### config.mk
export PLATFORM = sky130hd
export DESIGN_NAME = ndm_reset_sequencer
export DESIGN_NICKNAME = d
export VERILOG_FILES = /design/src/rtl/ndm_reset_sequencer.sv
export SDC_FILE = /design/constraint.sdc
export NUM_CORES = 1
export LEC_CHECK = 0
export CAP_MARGIN = 20
export CORE_MARGIN = 1.5
export CORE_UTILIZATION = 40
export CTS_CLUSTER_DIAMETER = 200
export DETAILED_ROUTE_END_ITERATION = 10
export HOLD_SLACK_MARGIN = 0.03
export PLACE_DENSITY_LB_ADDON = 0.12
export SYNTH_ARGS = -nofsm -noshare
export SYNTH_HDL_FRONTEND = slang
export SYNTH_SLANG_ARGS = --single-unit
### constraint.sdc
create_clock -name aclk -period 2.55 [get_ports aclk]
set_clock_uncertainty 0.05 [all_clocks]
set_input_delay 0.255 -clock aclk [delete_from_list [all_inputs] [get_ports aclk]]
set_output_delay 0.255 -clock aclk [all_outputs]
set_load 0.02 [all_outputs]
### src/rtl/ndm_reset_sequencer.sv
// Ordered reset sequencer driven by the debug module's ndmreset request.
// Holds peripherals and core in reset, releases peripherals first, and gates/replays debug requests.
module ndm_reset_sequencer #(
  parameter int unsigned NR_CORES    = 1,
  parameter int unsigned HOLD_CYCLES = 16,
  parameter int unsigned RELEASE_GAP = 4
) (
  input  logic                aclk,
  input  logic                areset,
  input  logic                ndmreset,
  input  logic [NR_CORES-1:0] debug_req_in,
  output logic                periph_rst,
  output logic                core_rst,
  output logic [NR_CORES-1:0] debug_req_out,
  output logic                seq_busy,
  output logic [7:0]          reset_count
);

  localparam int unsigned MAX_CNT = (HOLD_CYCLES > RELEASE_GAP) ? HOLD_CYCLES : RELEASE_GAP;
  localparam int unsigned CNT_W   = $clog2(MAX_CNT + 1);
  localparam logic [CNT_W-1:0] HOLD_LD = CNT_W'(HOLD_CYCLES - 1);
  localparam logic [CNT_W-1:0] GAP_LD  = CNT_W'(RELEASE_GAP - 1);

  typedef enum logic [1:0] {
    IDLE       = 2'd0,
    ASSERT     = 2'd1,
    REL_PERIPH = 2'd2
  } state_t;

  state_t              state_q, state_d;
  logic [CNT_W-1:0]    cnt_q, cnt_d;
  logic [NR_CORES-1:0] pending_q, pending_d;
  logic [NR_CORES-1:0] dbg_d;
  logic [7:0]          count_d;

  // Next-state, hold/gap counter and debug-request gating.
  always_comb begin
    state_d   = state_q;
    cnt_d     = cnt_q;
    count_d   = reset_count;
    pending_d = pending_q;
    dbg_d     = '0;

    unique case (state_q)
      IDLE: begin
        if (ndmreset) begin
          state_d = ASSERT;
          cnt_d   = HOLD_LD;
        end
      end
      ASSERT: begin
        if (ndmreset) begin
          cnt_d = HOLD_LD;
        end else if (cnt_q != '0) begin
          cnt_d = cnt_q - CNT_W'(1);
        end else begin
          state_d = REL_PERIPH;
          cnt_d   = GAP_LD;
        end
      end
      REL_PERIPH: begin
        if (ndmreset) begin
          state_d = ASSERT;
          cnt_d   = HOLD_LD;
        end else if (cnt_q != '0) begin
          cnt_d = cnt_q - CNT_W'(1);
        end else begin
          state_d = IDLE;
          if (reset_count != 8'hFF) count_d = reset_count + 8'd1;
        end
      end
      default: begin
        state_d = ASSERT;
        cnt_d   = HOLD_LD;
      end
    endcase

    // Requests seen during reset are remembered and replayed once back in IDLE.
    if (state_q == IDLE) begin
      pending_d = '0;
      if (state_d == IDLE) dbg_d = debug_req_in | pending_q;
    end else begin
      pending_d = pending_q | debug_req_in;
    end
  end

  // State and registered outputs; outputs track the state being entered.
  always_ff @(posedge aclk) begin
    if (areset) begin
      state_q       <= ASSERT;
      cnt_q         <= HOLD_LD;
      pending_q     <= '0;
      periph_rst    <= 1'b1;
      core_rst      <= 1'b1;
      seq_busy      <= 1'b1;
      debug_req_out <= '0;
      reset_count   <= 8'd0;
    end else begin
      state_q       <= state_d;
      cnt_q         <= cnt_d;
      pending_q     <= pending_d;
      periph_rst    <= (state_d == ASSERT);
      core_rst      <= (state_d != IDLE);
      seq_busy      <= (state_d != IDLE);
      debug_req_out <= dbg_d;
      reset_count   <= count_d;
    end
  end

endmodule
Word-level counts from Yosys, hierarchy flattened:

Cells that the tools add are included.

* reduce and logical (&&, ||, !) cells: 8
* equality and inequality tests: 6
* shifts and indexed selects: 0
* multiplexer cells: 12
* bitwise operators: 5
* multipliers: 0
* div/mod/pow operators: 0
* add/sub/neg operators: 2
* magnitude comparators: 0

Operator list (count)
* 5-bit two-way mux: 5
* 5-bit case mux with 3 select lines: 1
* 2-bit two-way mux: 5
* 8-bit by 1-bit adder with 8-bit output, second input constant: 1
* 8-bit != test, second input constant: 1
* 2-bit case mux with 3 select lines: 1
* 5-bit nonzero test: 1
* 5-bit by 1-bit subtractor with 5-bit output, second input constant: 1
* 2-bit by 1-bit equality test with 1-bit output, second input constant: 2
* 2-bit zero test: 2
* 1-bit NOT: 4
* 4-bit AND reduction: 1
* 3-bit != test, second input constant: 1
* 3-bit OR reduction: 1
* 2-bit equality test, second input constant: 1
* 2-bit != test, second input constant: 1
* 2-bit AND reduction: 1
* 2-bit nonzero test: 1
* 2-bit OR reduction: 1
* 1-bit OR: 1

* output and inout port bits: 12
* memories kept: 0
* logic and storage cells: 40
* memory bits (read-only): 0
* memory bits (writable): 0
* bits in registers: 19
* latch bits: 0

Logic depth before layout (Yosys ltp):

* word-level depth: 7
* mapped depth: 7
* depth with buffers taken out: 6

Worst setup path before layout:

No wires, ideal clock.

* kind: register to register
* start point: reg state_q[0]
* end point: reg reset_count[5]
* cell stages (with the launch flop): 8
* setup slack: 0.614 ns
* data required time: 2.377 ns
* arrival time: 1.763 ns
* path buffers: 1
* period minus slack after synthesis: 1.936 ns
* setup time: 0.123 ns
* path through: dfxtp_1 inv_1 ha_1 clkbuf_1 nor2b_1 nand2_2 nor4_1 mux2_1

* word-level cells in the longest chain between the ends: 2

Ends and longest elaborated chain
* start, declared: line 30 `state_t state_q, state_d;`
* start signal, assigned: line 99 `state_q <= state_d;`
* 2-bit equality test: line 44 `unique case (state_q)`
* 4-bit AND reduction (no line)
* end signal, assigned: line 106 `reset_count <= count_d;`
* end, declared: line 16 `output logic [7:0] reset_count`

No other way between the ends.
A chain may end at the register's enable or synchronous reset.

Worst setup path after layout:

Same ends and word-level chain as after synthesis.

==> impl_metrics.env <==
export IMPL_num_rows=18
export IMPL_crit_family="simple AND/OR/NAND/NOR gates"
export IMPL_ctsResizeCount=0
export IMPL_overflow=0
export IMPL_yosys_warnings=0
export IMPL_drt_iter0_markers=21
export IMPL_yosysMostFrequentCell="dfxtp_1"
export IMPL_max_freq_mhz=480
export IMPL_via_count=946
export IMPL_synth_edff_count=0
export IMPL_totalWireLength_um=2170
export IMPL_worst_setup_path_end_kind="flip-flop"
export IMPL_gp_congestion=0.781
export IMPL_dieWidth_um=54.4
export IMPL_start_util_pct=42.3
export IMPL_yosys_top_cells_area="dfxtp_1 (36%), ha_1 (7.1%), a21oi_1 (4.7%)"
export IMPL_hold_depth=2
export IMPL_setup_viol=0
export IMPL_rr_worst_depth=6
export IMPL_arrival_ps=2230
export IMPL_postPlaceCellArea_um2=1230
export IMPL_clockRootBuffer="clkbuf_4"
export IMPL_grt_pass1_wl_um=3530
export IMPL_rrSetupSlack_ps=470
export IMPL_clk_pin_slew_ps=110
export IMPL_grt_use_total_pct=16.4
export IMPL_worstSetupPathType="reg -> reg"
export IMPL_powerDensity_nw_per_um2=450
export IMPL_layoutNonFillerInstCount=169
export IMPL_path_cells="inv_1 -> ha_1 -> nor2b_1 -> nand2_2 -> nor4_1 -> mux2_1"
export IMPL_hold_path_end="pending_q$_SDFF_PP0_"
export IMPL_cts_buffers=3
export IMPL_maxCapViolations=0
export IMPL_area_growth_pct=18.9
export IMPL_min_from="pending_q$_SDFF_PP0_"
export IMPL_cts_setup_buffers=0
export IMPL_slew_violations=0
export IMPL_period_needed_ps=2080
export IMPL_outcome="completed"
export IMPL_synthTopCellsByCount="dfxtp_1 (19), a21oi_1 (10), nand3_1 (8), nor2_1 (8), o21ai_0 (8)"
export IMPL_wl_met2_um=1040
export IMPL_n_antenna_cell=0
export IMPL_port_buffers=15
export IMPL_cp_required_ps=2690
export IMPL_core_area_um2=2500
export IMPL_wire_per_inst_um=12.8
export IMPL_syn_area_um2=1060
export IMPL_reg2reg_to="reset_count[5]$_SDFFE_PP0P_"
export IMPL_hold_viol_final=0
export IMPL_irDropWorstVdd_uv=305
export IMPL_syn_inst=124
export IMPL_die_y_um=54.4
export IMPL_cts_sinks=19
export IMPL_rsz0062_at_grt="false"
export IMPL_cts_tree="done"
export IMPL_cp_max_fo=9
export IMPL_cellLeakagePower_nw=0.439
export IMPL_h_tree_depth=1
export IMPL_viasPerCell=5.60
export IMPL_antenna_found_initial=0
export IMPL_power_mw=0.566
export IMPL_synth_top_area_cell="dfxtp_1"
export IMPL_register_area_um2=380
export IMPL_clk_path_buf_depth=2
export IMPL_ys_seq_elements=19
export IMPL_critPathSlowestCell="dfxtp_1"
export IMPL_io_pins=16
export IMPL_dp_cells=165
export IMPL_fillers=255
export IMPL_holdCritPathClass="reg -> reg"
export IMPL_synth_distinct_cells=37
export IMPL_die_area_um2=2960
export IMPL_ys_seq_area_share_pct=36.0
export IMPL_fin_nets=150
export IMPL_avgSynthCellArea_um2=8.53
export IMPL_async_flop_share_pct=0
export IMPL_post_route_cell_area_um2=1260
export IMPL_wl_met1_um=1010
export IMPL_slowest_delay_ps=360
export IMPL_top_layer="met4"
export IMPL_critPathBufInv=1
export IMPL_dr_pass1_iters=4
export IMPL_hpwl_um=1580
export IMPL_slew_headroom_pct=65.0
export IMPL_syn_nets=134
export IMPL_wl_met3_um=102
export IMPL_period_share_pct=81.6
export IMPL_ys_flop_type="dfxtp_1"
export IMPL_multi_input_comb_area_um2=632
export IMPL_worst_pin_slew_ps=523
export IMPL_setup_tns_ps=0
export IMPL_start_kind="flip-flop"
export IMPL_ant_nets=0
export IMPL_clk_latency_ps=300
export IMPL_drc_errors=0
export IMPL_grt_max_degree=15
export IMPL_rr_startpoint="state_q[0]$_SDFF_PP1_"
export IMPL_postCtsHoldBufs=0
export IMPL_synth_top_area_share_pct=36.0
export IMPL_grt_pass1_vias=808
export IMPL_drive_above_1_share_pct=7.19
==> report_power, final <==
part	switching, mW	internal, mW	leakage [nW]	total, mW
Sequential	0.0119	0.311	0.154	0.323
Combinational	0.0473	0.0429	0.267	0.0902
Clock	0.0949	0.0584	0.0177	0.153
Total	0.154	0.412	0.439	0.566
==> worst max path at each step <==
stage | from | to | slack [ps] | depth (start not counted)
after floorplan | state_q[0]$_SDFF_PP1_ | reset_count[5]$_SDFFE_PP0P_ | 610 | 7
after global placement | ndmreset | reset_count[5]$_SDFFE_PP0P_ | 480 | 5
after detailed placement | ndmreset | reset_count[5]$_SDFFE_PP0P_ | 390 | 5
after CTS | state_q[0]$_SDFF_PP1_ | reset_count[5]$_SDFFE_PP0P_ | 470 | 6
after global routing | cnt_q[0]$_SDFFE_PP1P_ | reset_count[5]$_SDFFE_PP0P_ | 310 | 6
final | state_q[0]$_SDFF_PP1_ | reset_count[5]$_SDFFE_PP0P_ | 470 | 6
==> sequential cells by signal, summed over array words and instances (netlist names) <==
signal,count
periph_rst,1
state_q,2
debug_req_out,1
seq_busy,1
reset_count,8
cnt_q,5
pending_q,1
==> metrics by stage <==
stage / hold slack [ps] / util [%] / setup slack (ps)
floorplan: 377 / - / 614
global placement: 434 / 49.2 / 481
detailed placement: 451 / 49.2 / 390
CTS: 479 / 50.3 / 466
global route: 519 / 50.3 / 307
finish: 471 / 50.3 / 469
==> metal layers <==
layer,global-route usage [%],up-vias
li1,-,480
met1,21.0,442
met2,26.9,22
met3,2.46,2
met4,7.50,0
met5,0,-
==> tightest hold or removal path, stage by stage (launching register included) <==
cell and delay [ps]:
dfxtp_1 330, nor2_1 50, nor3_1 110
==> layout make-up <==
cell class                 count  share of cell area (%)
clock inverter                 1                   0.398
inverter                       6                    1.79
multi-input combinational     94                    50.2
sequential                    19                    30.2
tap                           30                    2.99
clock buffer                   3                    1.79
timing repair buffer          16                    12.5
==> placed cells by master (no fill, tap or decap) <==
cell / n
nor4b_1: 2
or3b_1: 2
a21boi_0: 3
ha_1: 6
nand2b_1: 2
xor2_1: 1
or3_1: 3
nand4_1: 1
mux2_2: 1
mux2_1: 1
nor4_1: 2
o21ai_1: 1
o22ai_1: 2
buf_4: 1
inv_1: 6
nand3_1: 8
o2111ai_2: 1
nand2_2: 1
o32ai_1: 1
nor4b_4: 1
mux2i_1: 1
or2_2: 1
or4_1: 2
and2_1: 2
and4_1: 2
nor3_1: 3
clkdlybuf4s50_1: 15
nor2b_1: 6
o21ai_0: 8
nor2_1: 8
nand2_1: 5
clkinv_2: 1
nor3b_1: 2
clkbuf_4: 3
o21a_1: 1
o31ai_1: 3
dfxtp_1: 19
a21oi_1: 10
a311oi_1: 1
==> cell families (layout without fill, tap and decap cells) <==
logic type                 count (synthesis)  after routing  share of synthesized area [%]
AOI/OAI and AO/OA                         31             31                           18.2
xor gates and xnor gates                   1              1                          0.829
adders and majority gates                  6              6                           7.10
buffers and inverters                     11             26                           4.26
DFF                                       19             19                           36.0
muxes                                      3              3                           3.08
and+or+nand+nor                           53             53                           30.5
(Power assumes the default switching activity.)
